===== config.mk =====
export PLATFORM = sky130hd
export DESIGN_NAME = ps2_scancode_rx_flat
export DESIGN_NICKNAME = d
export VERILOG_FILES = /design/src/rtl/ps2_scancode_rx_pkg.sv /design/src/rtl/ps2_scancode_rx_if.sv /design/src/rtl/ps2_scancode_rx_line_filter.sv /design/src/rtl/ps2_scancode_rx.sv /design/src/flat_wrapper.sv
export SDC_FILE = /design/constraint.sdc
export NUM_CORES = 1
export LEC_CHECK = 0
export BUFFER_PORTS_ARGS = -buffer_cell sky130_fd_sc_hd__buf_4
export CAP_MARGIN = 15
export CORE_MARGIN = 10
export CORE_UTILIZATION = 55
export DETAILED_ROUTE_END_ITERATION = 12
export GPL_TIMING_DRIVEN = 0
export PLACE_DENSITY = 0.76
export RECOVER_POWER = 25
export REMOVE_ABC_BUFFERS = 1
export SKIP_CTS_REPAIR_TIMING = 1
export SLEW_MARGIN = 10
export SYNTH_ARGS = -nofsm -noshare
export SYNTH_HDL_FRONTEND = slang
export SYNTH_SLANG_ARGS = --single-unit

===== constraint.sdc =====
create_clock -name clk -period 2.5 [get_ports clk]
set_input_delay 0.125 -clock clk [delete_from_list [all_inputs] [get_ports clk]]
set_output_delay 0.125 -clock clk [all_outputs]
set_load 0.02 [all_outputs]

===== src/rtl/ps2_scancode_rx_pkg.sv =====
// ps2_pkg: shared types and constants for the PS/2 scancode receiver.
//   ps2_state_e  - frame FSM state encoding
//   PS2_EXT      - extended-key prefix byte (E0)
//   PS2_BRK      - key-release prefix byte (F0)
//   PS2_FRAME_BITS / PS2_DATA_BITS - frame geometry (start + 8 data + parity + stop)
//   keycode_hi() - upper byte of the 16-bit keycode from the prefix flags
package ps2_pkg;

    typedef enum logic [1:0] {
        ST_IDLE,
        ST_DATA,
        ST_PARITY,
        ST_STOP
    } ps2_state_e;

    localparam logic [7:0] PS2_EXT        = 8'hE0;
    localparam logic [7:0] PS2_BRK        = 8'hF0;
    localparam int         PS2_FRAME_BITS = 11;
    localparam int         PS2_DATA_BITS  = PS2_FRAME_BITS - 3;

    // Break wins over extended so E0 F0 xx and F0 E0 xx both report F0.
    function automatic logic [7:0] keycode_hi(input logic brk, input logic ext);
        if (brk)
            return PS2_BRK;
        else if (ext)
            return PS2_EXT;
        else
            return 8'h00;
    endfunction

endpackage


===== src/rtl/ps2_scancode_rx_if.sv =====
// ps2_scancode_rx_if: decoded key event bus from the PS/2 receiver to the
// key-decoding stage.
//   scancode - final (non-prefix) byte of the event
//   is_ext   - event was preceded by E0
//   is_break - event was preceded by F0
//   keycode  - {F0/E0/00, scancode}
//   valid    - one-cycle strobe qualifying the fields above
//   err      - one-cycle strobe on parity, stop-bit or timeout failure
// master: receiver side (drives), slave: consumer side.
interface ps2_scancode_rx_if;
    logic [7:0]  scancode;
    logic        is_ext;
    logic        is_break;
    logic [15:0] keycode;
    logic        valid;
    logic        err;

    modport master (
        output scancode, is_ext, is_break, keycode, valid, err
    );

    modport slave (
        input scancode, is_ext, is_break, keycode, valid, err
    );
endinterface


===== src/rtl/ps2_scancode_rx_line_filter.sv =====
// ps2_line_filter: conditions the raw PS/2 pins for the frame FSM.
//   clk, rst  - system clock, async active-high reset
//   ps2_clk   - raw PS/2 clock pin (asynchronous)
//   ps2_data  - raw PS/2 data pin (asynchronous)
//   fall      - one-cycle pulse on a 1->0 transition of the filtered clock
//   data      - synchronised data bit, valid to sample while fall is high
// Both pins go through a 2-FF synchroniser; the clock is then deglitched by
// requiring FILTER_LEN consecutive disagreeing samples before it changes level.
module ps2_line_filter #(
    parameter int FILTER_LEN = 8
) (
    input  logic clk,
    input  logic rst,
    input  logic ps2_clk,
    input  logic ps2_data,
    output logic fall,
    output logic data
);

    localparam int CW = (FILTER_LEN < 2) ? 1 : $clog2(FILTER_LEN);

    logic          clk_s1_q, clk_s2_q;
    logic          dat_s1_q, dat_s2_q;
    logic          filt_q, filt_d;
    logic          filt_dly_q;
    logic [CW-1:0] cnt_q, cnt_d;
    logic          fall_q, fall_d;

    always_comb begin
        filt_d = filt_q;
        cnt_d  = '0;
        if (clk_s2_q != filt_q) begin
            // The FILTER_LEN-th disagreeing sample flips the level.
            if (cnt_q == CW'(FILTER_LEN - 1)) begin
                filt_d = ~filt_q;
            end else begin
                cnt_d = cnt_q + CW'(1);
            end
        end
        // Edge detect uses a registered copy so fall trails the filter by a cycle.
        fall_d = filt_dly_q & ~filt_q;
    end

    always_ff @(posedge clk or posedge rst) begin
        if (rst) begin
            clk_s1_q   <= 1'b1;
            clk_s2_q   <= 1'b1;
            dat_s1_q   <= 1'b1;
            dat_s2_q   <= 1'b1;
            filt_q     <= 1'b1;
            filt_dly_q <= 1'b1;
            cnt_q      <= '0;
            fall_q     <= 1'b0;
        end else begin
            clk_s1_q   <= ps2_clk;
            clk_s2_q   <= clk_s1_q;
            dat_s1_q   <= ps2_data;
            dat_s2_q   <= dat_s1_q;
            filt_q     <= filt_d;
            filt_dly_q <= filt_q;
            cnt_q      <= cnt_d;
            fall_q     <= fall_d;
        end
    end

    // PS/2 data is stable for half a bus period around the clock fall, far
    // longer than the filter delay, so the unfiltered synchronised bit is safe.
    assign fall = fall_q;
    assign data = dat_s2_q;

endmodule


===== src/rtl/ps2_scancode_rx.sv =====
// ps2_scancode_rx: PS/2 keyboard front end.
//   clk, rst  - system clock, async active-high reset
//   ps2_clk   - raw PS/2 clock pin
//   ps2_data  - raw PS/2 data pin
//   evt       - key event bus (scancode, is_ext, is_break, keycode, valid, err)
// Deserialises 11-bit device-to-host frames, checks odd parity and the stop
// bit, enforces an inter-edge timeout, and folds E0/F0 prefixes into a single
// tagged event strobed on evt.valid.
module ps2_scancode_rx
    import ps2_pkg::*;
#(
    parameter int FILTER_LEN     = 8,
    parameter int TIMEOUT_CYCLES = 65000
) (
    input  logic              clk,
    input  logic              rst,
    input  logic              ps2_clk,
    input  logic              ps2_data,
    ps2_scancode_rx_if.master evt
);

    localparam int TW = $clog2(TIMEOUT_CYCLES + 1);
    // tmo_q is 0 on the cycle after fall; err adds a register stage, so
    // expiring at TIMEOUT_CYCLES-2 makes err rise TIMEOUT_CYCLES after fall.
    localparam logic [TW-1:0] TMO_LAST = TW'(TIMEOUT_CYCLES - 2);

    logic fall;
    logic sdata;

    ps2_line_filter #(
        .FILTER_LEN (FILTER_LEN)
    ) u_filt (
        .clk      (clk),
        .rst      (rst),
        .ps2_clk  (ps2_clk),
        .ps2_data (ps2_data),
        .fall     (fall),
        .data     (sdata)
    );

    ps2_state_e    state_q, state_d;
    logic [2:0]    bitcnt_q, bitcnt_d;
    logic [7:0]    shift_q, shift_d;
    logic          par_ok_q, par_ok_d;
    logic [TW-1:0] tmo_q, tmo_d;
    logic          ext_pend_q, ext_pend_d;
    logic          brk_pend_q, brk_pend_d;
    logic [7:0]    scancode_q, scancode_d;
    logic          is_ext_q, is_ext_d;
    logic          is_break_q, is_break_d;
    logic          valid_q, valid_d;
    logic          err_q, err_d;

    always_comb begin
        state_d    = state_q;
        bitcnt_d   = bitcnt_q;
        shift_d    = shift_q;
        par_ok_d   = par_ok_q;
        ext_pend_d = ext_pend_q;
        brk_pend_d = brk_pend_q;
        scancode_d = scancode_q;
        is_ext_d   = is_ext_q;
        is_break_d = is_break_q;
        valid_d    = 1'b0;
        err_d      = 1'b0;

        if (state_q == ST_IDLE || fall)
            tmo_d = '0;
        else
            tmo_d = tmo_q + TW'(1);

        unique case (state_q)
            ST_IDLE: begin
                // A fall with data high is line noise, not a start bit.
                if (fall && !sdata) begin
                    state_d  = ST_DATA;
                    bitcnt_d = '0;
                    shift_d  = '0;
                end
            end
            ST_DATA: begin
                if (fall) begin
                    shift_d  = {sdata, shift_q[7:1]};
                    bitcnt_d = bitcnt_q + 3'd1;
                    if (bitcnt_q == 3'(PS2_DATA_BITS - 1))
                        state_d = ST_PARITY;
                end
            end
            ST_PARITY: begin
                if (fall) begin
                    par_ok_d = ^{shift_q, sdata};
                    state_d  = ST_STOP;
                end
            end
            ST_STOP: begin
                if (fall) begin
                    state_d = ST_IDLE;
                    if (sdata && par_ok_q) begin
                        if (shift_q == PS2_EXT) begin
                            ext_pend_d = 1'b1;
                        end else if (shift_q == PS2_BRK) begin
                            brk_pend_d = 1'b1;
                        end else begin
                            valid_d    = 1'b1;
                            scancode_d = shift_q;
                            is_ext_d   = ext_pend_q;
                            is_break_d = brk_pend_q;
                            ext_pend_d = 1'b0;
                            brk_pend_d = 1'b0;
                        end
                    end else begin
                        err_d = 1'b1;
                    end
                end
            end
            default: state_d = ST_IDLE;
        endcase

        // A stalled frame is abandoned; fall resets tmo_q so this cannot
        // coincide with the stop-bit handling above.
        if (state_q != ST_IDLE && !fall && tmo_q == TMO_LAST) begin
            err_d    = 1'b1;
            state_d  = ST_IDLE;
            shift_d  = '0;
            bitcnt_d = '0;
        end

        if (err_d) begin
            ext_pend_d = 1'b0;
            brk_pend_d = 1'b0;
        end
    end

    always_ff @(posedge clk or posedge rst) begin
        if (rst) begin
            state_q    <= ST_IDLE;
            bitcnt_q   <= '0;
            shift_q    <= '0;
            par_ok_q   <= 1'b0;
            tmo_q      <= '0;
            ext_pend_q <= 1'b0;
            brk_pend_q <= 1'b0;
            scancode_q <= '0;
            is_ext_q   <= 1'b0;
            is_break_q <= 1'b0;
            valid_q    <= 1'b0;
            err_q      <= 1'b0;
        end else begin
            state_q    <= state_d;
            bitcnt_q   <= bitcnt_d;
            shift_q    <= shift_d;
            par_ok_q   <= par_ok_d;
            tmo_q      <= tmo_d;
            ext_pend_q <= ext_pend_d;
            brk_pend_q <= brk_pend_d;
            scancode_q <= scancode_d;
            is_ext_q   <= is_ext_d;
            is_break_q <= is_break_d;
            valid_q    <= valid_d;
            err_q      <= err_d;
        end
    end

    assign evt.scancode = scancode_q;
    assign evt.is_ext   = is_ext_q;
    assign evt.is_break = is_break_q;
    assign evt.keycode  = {keycode_hi(is_break_q, is_ext_q), scancode_q};
    assign evt.valid    = valid_q;
    assign evt.err      = err_q;

endmodule

===== src/flat_wrapper.sv =====
// flat-port wrapper written by rule: the top's interface ports become plain ports
module ps2_scancode_rx_flat import ps2_pkg::*;
#(
    parameter int FILTER_LEN     = 8,
    parameter int TIMEOUT_CYCLES = 65000
)
  (clk, rst, ps2_clk, ps2_data, evt_scancode, evt_is_ext, evt_is_break, evt_keycode, evt_valid, evt_err);
  ps2_scancode_rx_if evt_i ();
  input  logic clk;
  input  logic rst;
  input  logic ps2_clk;
  input  logic ps2_data;
  output wire logic [$bits(evt_i.scancode)-1:0] evt_scancode;
  output wire logic [$bits(evt_i.is_ext)-1:0] evt_is_ext;
  output wire logic [$bits(evt_i.is_break)-1:0] evt_is_break;
  output wire logic [$bits(evt_i.keycode)-1:0] evt_keycode;
  output wire logic [$bits(evt_i.valid)-1:0] evt_valid;
  output wire logic [$bits(evt_i.err)-1:0] evt_err;
  assign evt_scancode = evt_i.scancode;
  assign evt_is_ext = evt_i.is_ext;
  assign evt_is_break = evt_i.is_break;
  assign evt_keycode = evt_i.keycode;
  assign evt_valid = evt_i.valid;
  assign evt_err = evt_i.err;
  ps2_scancode_rx #(.FILTER_LEN(FILTER_LEN), .TIMEOUT_CYCLES(TIMEOUT_CYCLES)) u_core (.clk(clk), .rst(rst), .ps2_clk(ps2_clk), .ps2_data(ps2_data), .evt(evt_i));
endmodule

==> reports/results.ini, run 1 <==
[status]
run_status=finished, final reports clean

[logic_synthesis]
synth_enable_flop_cells=0
synthesis.area_per_instance_um2=11.61
yosysWarningCount=0
synthDistinctLibCells=39
syn-cell-area_um2=2507
netlist_instances=216
synth_seq_area_share_pct=54.19
async_flop_share_pct=100.0
synthFlopType=dfrtp_1
synth-seq-cells=54

[detailed_routing]
wl_per_cell_um=14.35
drt_iter0_drc=64
drt_pass_1_iters=4
antenna_violating_nets_post_route=0
drc=0
finalWirelength_mm=4.204
via_per_inst=5.519
routed-via-count=1617

[clocking]
sink_count=54
clk_path_buf_depth=2
clk_pin_slew_worst_paths_ns=0.09
numCtsBuffers=5
clk-insertion-delay-late_ns=0.30
cts-root-buf=clkbuf_8
clock_tree_from_tritoncts=done
ctsHtreeMaxLevel=2

[worst_setup_path]
timing_worst_setup_path_type=reg2reg
critical_path_rt_ns=2.69
startpoint_type=flip-flop
worstSetupEndpointType=flip-flop
regToRegStartpoint=u_core.state_q[0]$_DFFE_PP0P_
crit_path_start=u_core.state_q[0]$_DFFE_PP0P_
critical_path_peak_fanout=11
worst-endpoint-arrival_ns=2.47

[floorplan]
io_pins=32
die-width_um=87.52
initial_utilization_pct=57.19
floorplan.core_area_um2=4384
die-height_um=87.52
die_area_um2=7660
core.rowCount=24

[placement]
place_inst=279
hpwl_mm=2.985
finalWeightedCongestion=0.7846
port_buffers=27
pre_cts_slack_ns=-0.2011

[cells_and_area]
nets=254
syn2layout_area_growth_pct=11.23
fillers=363
final_core_util_pct=63.61
antenna_cells_inserted=0
proportion_of_layout_cells_with_a_drive_suffix_above_1_pct=23.65
fin_cells=293

[sta]
post_route_clock_skew_ns=0.005917
rsz0062_at_grt=false
number_of_max_slew_violations_in_the_final_report=0
min_period_ns=2.281
tightestPinTransition_ns=0.9063
setup_total_negative_slack_ns=0
clock.fmax_ghz=0.4384
timing.final.setup_violations=0
timing.final.hold_violations=0
final_min_period_over_clock_period_pct=91.25
timing.hold.ws_ns=0.3598
slew-limit-headroom_pct=39.36
setup_slack_ns=0.2188

[grt]
grt_usage_pct=11.56
grt_antenna_before_repair=0
globalRouteOverflowTotal=0
first_global_vias=1676
grt_first_pass_wirelength_mm=7.279
grt_max_degree=35

[pwr]
peakVddDrop_v=0.0005202
power_switching_mw=0.6088
intPower_mw=1.412
comb_power_share_pct=24.3
switching_share_pct=30.12
power.static_leakage_nw=1.344
p_seq_share_pct=53.0
pwr-share-clk_pct=22.7
power-per-cell-area_nw_per_um2=724.7

[run]
drv.max_cap_violation_count=0

[hold_path]
min_path_type=reg2reg
worst_hold_startpoint=u_core.u_filt.dat_s1_q$_DFF_PP1_

[kinds of logic (layout without fill, tap and decap cells)]
kind of cell | Yosys count | after routing | synth area share (%)
AND/OR/NAND/NOR | 66 | 66 | 14.12
AO/OA/AOI/OAI | 32 | 32 | 8.483
buffers and inverters | 25 | 47 | 6.587
flip-flops | 54 | 54 | 54.19
XOR/XNOR | 16 | 16 | 6.138
adder cells (fa/ha/maj) | 10 | 10 | 4.990
multiplexers | 12 | 12 | 5.339
other | 1 | 4 | 0.1496
[power by group through the flow]
stage | logic (mW) | registers [mW] | clock network [mW]
2_1_floorplan | 0.329 | 1.07 | 0
3_3_place_gp | 0.398 | 1.08 | 0
6_report | 0.492 | 1.07 | 0.459
5_1_grt | 0.555 | 1.09 | 0.512
3_5_place_dp | 0.420 | 1.09 | 0
4_1_cts | 0.422 | 1.07 | 0.481
[synth_stat cells, drive strengths merged (5+ instances only)]
library cell | number | area (um2)
nor3 | 6 | 30.03
xnor2 | 7 | 61.31
nor2 | 16 | 60.06
inv | 5 | 18.77
nand2 | 10 | 37.54
buf | 18 | 138.9
xor2 | 8 | 70.07
ha | 10 | 125.1
dfrtp | 48 | 1201
nand4 | 5 | 31.28
a22o | 10 | 87.58
nand3 | 6 | 30.03
mux2 | 11 | 123.9
o21ai | 7 | 35.03
or3 | 5 | 31.28
dfstp | 6 | 157.7
a21oi | 10 | 50.05
[placed cells by master (no fill, tap or decap), types with 4 or more instances in the layout]
| master | count |
|---|---|
| a21oi_1 | 10 |
| a22o_1 | 10 |
| buf_4 | 25 |
| clkbuf_8 | 5 |
| conb_1 | 4 |
| dfrtp_1 | 48 |
| dfstp_2 | 5 |
| ha_1 | 10 |
| inv_1 | 5 |
| mux2_2 | 11 |
| nand2_1 | 10 |
| nand3_1 | 6 |
| nand4_1 | 5 |
| nor2_1 | 16 |
| nor3_1 | 6 |
| o21ai_0 | 7 |
| or3_1 | 5 |
| xnor2_1 | 7 |
| xor2_1 | 8 |
[metal layers]
layer,global-route usage [%],vias up,wire length [um]
met1,13.83,799,1947
met3,2.996,7,172
met4,4.348,0,54
li1,-,781,-
met5,0,-,0
met2,19.44,30,2030
[worst paths after layout]
check,end,slack [ns],cells past startpoint
setup / recovery,u_core.bitcnt_q[0]$_DFFE_PP0P_,0.22,6
hold / removal,u_core.u_filt.data$_DFF_PP1_,0.36,0
setup reg to reg,u_core.bitcnt_q[0]$_DFFE_PP0P_,0.22,6
hold reg to reg,u_core.u_filt.data$_DFF_PP1_,0.36,0
max in group asynchronous,u_core.shift_q[0]$_DFFE_PP0P_,0.74,4
min in group asynchronous,u_core.tmo_q[4]$_DFF_PP0_,0.52,3
[worst max-delay path: stages, from the launching register on]
cell and delay [ns]:
dfrtp_1 0.41, inv_1 0.08, ha_1 0.25, or2_4 0.29, or3b_4 0.42, o41a_4 0.43, mux2_2 0.28
[per-stage QoR]
| step | total power [mW] | instance area [um2] |
|---|---|---|
| 2_1_floorplan | 1.398 | 2372 |
| 3_3_place_gp | 1.481 | 2640 |
| 3_5_place_dp | 1.511 | 2660 |
| 4_1_cts | 1.976 | 2746 |
| 5_1_grt | 2.155 | 2789 |
| 6_report | 2.021 | 2789 |
[registers in the layout, indices dropped and copies added, names as in the netlist]
signal / count
u_core.u_filt.clk_s1_q: 1
u_core.evt.is_ext: 1
u_core.u_filt.dat_s1_q: 1
u_core.shift_q: 8
u_core.par_ok_q: 1
u_core.evt.scancode: 8
u_core.u_filt.data: 1
u_core.evt.err: 1
u_core.u_filt.fall: 1
u_core.ext_pend_q: 1
u_core.brk_pend_q: 1
u_core.bitcnt_q: 3
u_core.evt.is_break: 1
u_core.evt.valid: 1
u_core.u_filt.filt_dly_q: 1
u_core.tmo_q: 16
u_core.u_filt.cnt_q: 3
u_core.u_filt.filt_q: 1
u_core.state_q: 2
u_core.u_filt.clk_s2_q: 1
[final cells by class]
| cell class | instances | area [um2] | area share, % |
|---|---|---|---|
| Tap cell | 52 | 65.06 | 2.333 |
| Clock inverter | 2 | 13.76 | 0.4935 |
| Clock buffer | 6 | 72.57 | 2.602 |
| Inverter | 5 | 18.77 | 0.6729 |
| Sequential cell | 54 | 1359 | 48.72 |
| Multi-Input combinational cell | 140 | 1007 | 36.12 |
| Timing Repair Buffer | 34 | 252.7 | 9.062 |
Power figures use the tool's default switching activity.
==> run 2: changes to the inputs <==
CTS_BUF_LIST = sky130_fd_sc_hd__clkbuf_8   (was default)
==> run 2 against run 1 <==
Via count stayed put; routed wire length hardly changed; core utilization unchanged; cell count unchanged; sequential power about the same; worst hold slack about the same; die area is the same; setup slack unchanged.
==> reports/results.ini, run 2 (synthesized netlist as in run 1, its figures left out) <==
[detailed_routing]
detailroute.wirelength.met2_mm=2.029  ; about the same
antenna_violating_nets_post_route=0  ; unchanged
drt_pass_1_iters=4  ; unchanged
met1_wire_length_mm=1.946  ; about the same
drt_iter0_drc=64  ; unchanged
routed.top_layer=met4
routed-wl-met3_um=172  ; unchanged
via_per_inst=5.519  ; unchanged
drc=0  ; unchanged
finalWirelength_mm=4.202  ; about the same
wl_per_cell_um=14.34  ; about the same
routed-via-count=1617  ; unchanged

[worst_setup_path]
worst-endpoint-arrival_ns=2.47  ; about the same
critical_path_peak_fanout=11  ; unchanged
startpoint_type=flip-flop
crit_path_start=u_core.state_q[0]$_DFFE_PP0P_
timing.critical_path.to=u_core.bitcnt_q[0]$_DFFE_PP0P_
worstSetupEndpointType=flip-flop
setup.reg_to_reg.worst_slack_ns=0.22  ; about the same
r2r.worst_path.cells=6  ; unchanged
critical_path_rt_ns=2.69  ; about the same
timing_worst_setup_path_type=reg2reg
worst_r2r_endpoint=u_core.bitcnt_q[0]$_DFFE_PP0P_
regToRegStartpoint=u_core.state_q[0]$_DFFE_PP0P_

[cells_and_area]
antenna_cells_inserted=0  ; unchanged
fin_cells=293  ; unchanged
top_register=u_core.tmo_q
largest_register_ff_count=16  ; unchanged
syn2layout_area_growth_pct=11.23  ; unchanged
nets=254  ; unchanged
final_core_util_pct=63.61  ; unchanged
layout.cells.most_common=dfrtp_1
final_cell_mix=dfrtp_1 (48), buf_4 (25), nor2_1 (16)
proportion_of_layout_cells_with_a_drive_suffix_above_1_pct=23.65  ; unchanged

[grt]
first_global_vias=1676  ; unchanged
grt_first_pass_wirelength_mm=7.279  ; unchanged
grt_max_degree=35  ; unchanged
globalRouteOverflowTotal=0  ; unchanged
grt_antenna_before_repair=0  ; unchanged
grt_usage_pct=11.56  ; unchanged

[floorplan]
floorplan.core_area_um2=4384  ; unchanged
die-height_um=87.52  ; unchanged
die-width_um=87.52  ; unchanged
core.rowCount=24  ; unchanged
die_area_um2=7660  ; unchanged
initial_utilization_pct=57.19  ; unchanged
io_pins=32  ; unchanged

[placement]
place_inst=279  ; unchanged
finalWeightedCongestion=0.7846  ; unchanged
hpwl_mm=2.985  ; unchanged
pre_cts_slack_ns=-0.2011  ; unchanged
port_buffers=27  ; unchanged

[sta]
slew-limit-headroom_pct=39.36  ; unchanged
rsz0062_at_grt=false
clock.fmax_ghz=0.4384  ; unchanged
tightestPinTransition_ns=0.9063  ; unchanged
number_of_max_slew_violations_in_the_final_report=0  ; unchanged
final_min_period_over_clock_period_pct=91.25  ; unchanged
post_route_clock_skew_ns=0.005620  ; -0.0002968 ns
timing.final.setup_violations=0  ; unchanged
setup_slack_ns=0.2188  ; unchanged
min_period_ns=2.281  ; unchanged
timing.final.hold_violations=0  ; unchanged
timing.hold.ws_ns=0.3599  ; +0.00007800 ns

[pwr]
power-per-cell-area_nw_per_um2=723.3  ; -0.19%
peakVddDrop_v=0.0005207  ; about the same
report.power.total_mw=2.017  ; -0.19%
power.static_leakage_nw=1.349  ; +0.31%

[hold_path]
min_path_type=reg2reg

[clocking]
numCtsBuffers=5  ; unchanged
clk_pin_slew_worst_paths_ns=0.09  ; about the same
clk_path_buf_depth=2  ; unchanged
sink_count=54  ; unchanged
clk-insertion-delay-late_ns=0.30  ; about the same
clock_tree_from_tritoncts=done
ctsHtreeMaxLevel=2  ; unchanged
cts-root-buf=clkbuf_8

[status]
run_status=finished, final reports clean

[run]
drv.max_cap_violation_count=0  ; unchanged

run 2: critical path, cell delays in order, from the launching register on:
cell and delay (ns):
dfrtp_1 0.41, inv_1 0.08, ha_1 0.25, or2_4 0.29
or3b_4 0.42, o41a_4 0.43, mux2_2 0.28
run 2: layer usage:
layer | up-vias | GRT usage (%)
met4 | 0 | 4.348
met3 | 7 | 2.996
li1 | 781 | -
met5 | - | 0
met1 | 799 | 13.83
met2 | 30 | 19.44
run 2: cell type report:
class	instances	area [um2]
multi-input cells	140	1007
repair buffers	34	252.7
inverters	5	18.77
fillers	363	1595
flip-flops and latches	54	1359
clock inverters	3	17.52
well taps	52	65.06
clock buffers	5	68.82
run 2: how the worst min path moves through the flow:
stage                                                 from                                to  depth (start not counted)
after floorplan                                    ps2_clk  u_core.u_filt.clk_s1_q$_DFF_PP1_                          0
after global placement                            ps2_data  u_core.u_filt.dat_s1_q$_DFF_PP1_                          1
after detailed placement                               rst         u_core.tmo_q[2]$_DFF_PP0_                          2
after CTS                                              rst         u_core.tmo_q[2]$_DFF_PP0_                          2
after global routing      u_core.u_filt.clk_s1_q$_DFF_PP1_  u_core.u_filt.clk_s2_q$_DFF_PP1_                          0
final                     u_core.u_filt.dat_s1_q$_DFF_PP1_      u_core.u_filt.data$_DFF_PP1_                          0
run 2: through the flow:
stage	instance area (um2)	TNS, ns
after floorplan	2372	0
after global placement	2640	-1.773
after detailed placement	2660	-1.755
after CTS	2746	-1.812
after global routing	2789	0
final	2789	0
run 2: power breakdown:
part,total (mW),internal [mW],switching [mW]
logic,0.492,0.231,0.260
clock network,0.455,0.194,0.261
registers,1.07,0.983,0.0880
total,2.02,1.41,0.609
==> run 3: changes to the inputs <==
RECOVER_POWER = 50   (was 25)
==> run 3 against run 2 <==
Clock-buffer cell count is the same; core utilization shrank 0.86 points; non-clock buffer count is the same; sequential cell count did not move; total power about the same; sequential power about the same; sequential share of layout area is 0.66 points higher; routed wire length up 0.14%; cell count unchanged; maximum frequency is essentially flat; critical endpoint unchanged; largest power group unchanged.
==> reports/results.ini, run 3 (synthesized netlist as in run 1, its figures left out) <==
[sta]
slew-limit-headroom_pct=39.47  ; +0.11 points
timing.final.setup_violations=0  ; unchanged
timing.hold.ws_ns=0.3599  ; unchanged
clock.fmax_ghz=0.4384  ; about the same
min_period_ns=2.281  ; +0.000007000 ns
tightestPinTransition_ns=0.9046  ; -0.001704 ns
final_min_period_over_clock_period_pct=91.25  ; about the same
post_route_clock_skew_ns=0.005661  ; +0.00004039 ns
rsz0062_at_grt=false
number_of_max_slew_violations_in_the_final_report=0  ; unchanged
timing.final.hold_violations=0  ; unchanged
setup_slack_ns=0.2188  ; -0.000007000 ns

[run]
drv.max_cap_violation_count=0  ; unchanged

[grt]
grt_usage_pct=11.56  ; unchanged
first_global_vias=1676  ; unchanged
grt_first_pass_wirelength_mm=7.279  ; unchanged
grt_max_degree=35  ; unchanged
globalRouteOverflowTotal=0  ; unchanged
grt_antenna_before_repair=0  ; unchanged

[floorplan]
initial_utilization_pct=57.19  ; unchanged
die-width_um=87.52  ; unchanged
floorplan.core_area_um2=4384  ; unchanged
die-height_um=87.52  ; unchanged
die_area_um2=7660  ; unchanged
core.rowCount=24  ; unchanged
io_pins=32  ; unchanged

[pwr]
power-per-cell-area_nw_per_um2=733.7  ; +1.4%
peakVddDrop_v=0.0005207  ; about the same
power.static_leakage_nw=1.306  ; -3.2%

[worst_setup_path]
setup.reg_to_reg.worst_slack_ns=0.22  ; about the same
regToRegStartpoint=u_core.state_q[0]$_DFFE_PP0P_
critical_path_rt_ns=2.69  ; about the same
worstSetupEndpointType=flip-flop
worst-endpoint-arrival_ns=2.47  ; about the same
startpoint_type=flip-flop
crit_path_start=u_core.state_q[0]$_DFFE_PP0P_
timing_worst_setup_path_type=reg2reg
critical_path_peak_fanout=11  ; unchanged

[cells_and_area]
fin_cells=293  ; unchanged
fillers=375  ; +3.3%
proportion_of_layout_cells_with_a_drive_suffix_above_1_pct=19.50  ; -4.1 points
largest_register_ff_count=16  ; unchanged
final_design_area_no_fill_um2=2751  ; -1.3%
layout.cells.most_common=dfrtp_1
final_core_util_pct=62.76  ; -0.86 points
antenna_cells_inserted=0  ; unchanged
final_cell_mix=dfrtp_1 (48), nor2_1 (16), buf_4 (15)
top_register=u_core.tmo_q
nets=254  ; unchanged
syn2layout_area_growth_pct=9.731
multi_input_comb_area_um2=1007  ; unchanged
final-seq-area_um2=1359  ; unchanged

[placement]
port_buffers=27  ; unchanged
place_inst=279  ; unchanged
placement.cell_area_um2=2660  ; unchanged
hpwl_mm=2.985  ; unchanged
finalWeightedCongestion=0.7846  ; unchanged
pre_cts_slack_ns=-0.2011  ; unchanged

[detailed_routing]
wl_per_cell_um=14.36  ; +0.14%
antenna_violating_nets_post_route=0  ; unchanged
routed-via-count=1618  ; +0.062%
via_per_inst=5.522  ; about the same
drt_pass_1_iters=4  ; unchanged
drt_iter0_drc=63  ; -1.6%
drc=0  ; unchanged
finalWirelength_mm=4.208  ; +0.14%

[clocking]
clk_path_buf_depth=2  ; unchanged
cts-root-buf=clkbuf_8
ctsHtreeMaxLevel=2  ; unchanged
sink_count=54  ; unchanged
clk_pin_slew_worst_paths_ns=0.09  ; about the same
clk-insertion-delay-late_ns=0.30  ; about the same
clock_tree_from_tritoncts=done
numCtsBuffers=5  ; unchanged

[status]
run_status=finished, final reports clean

[hold_path]
worst_hold_startpoint=u_core.u_filt.dat_s1_q$_DFF_PP1_
min_path_type=reg2reg

==> run 3: changes by cell type in the layout (fill, tap and decap cells not counted), sizes merged <==
cell    previous run  this run
clkbuf            11        21
buf               25        15
==> run 3: power by group <==
group | leakage [nW] | internal, mW | switching, mW
registers | 0.726 | 0.983 | 0.0882
clock network | 0.0493 | 0.194 | 0.262
logic | 0.530 | 0.231 | 0.260
==> run 3: worst max-delay path, stage by stage (launching register included) <==
cell and delay (ns):
dfrtp_1 0.41, inv_1 0.08, ha_1 0.25, or2_4 0.29, or3b_4 0.42, o41a_4 0.43
mux2_2 0.28
==> run 3: stage by stage <==
| stage | power, mW | setup TNS, ns |
|---|---|---|
| 3_5_place_dp | 1.511 | -1.755 |
| 3_3_place_gp | 1.481 | -1.773 |
| 5_1_grt | 2.151 | 0 |
| 2_1_floorplan | 1.398 | 0 |
| 6_report | 2.019 | 0 |
| 4_1_cts | 1.972 | -1.812 |
==> run 3: routing by layer <==
layer	vias to the layer above	GRT usage, %	share of wire (%)
li1	781	-	-
met1	802	13.83	47
met2	28	19.44	48
met3	7	2.996	3.9
met4	0	4.348	1.3
met5	-	0	0
==> run 3: path summary, 6_finish.rpt <==
kind	end	cells after the start
max	u_core.bitcnt_q[0]$_DFFE_PP0P_	6
min	u_core.u_filt.data$_DFF_PP1_	0
max reg2reg	u_core.bitcnt_q[0]$_DFFE_PP0P_	6
min reg2reg	u_core.u_filt.data$_DFF_PP1_	0
max in group asynchronous	u_core.shift_q[0]$_DFFE_PP0P_	4
min in group asynchronous	u_core.tmo_q[4]$_DFF_PP0_	3
==> run 3: cell type report <==
class	count	share of cell area [%]
Inverter	5	0.6821
Clock buffer	5	2.501
Timing Repair Buffer	34	7.822
Sequential cell	54	49.39
Clock inverter	3	0.6367
Multi-Input combinational cell	140	36.61
Tap cell	52	2.365
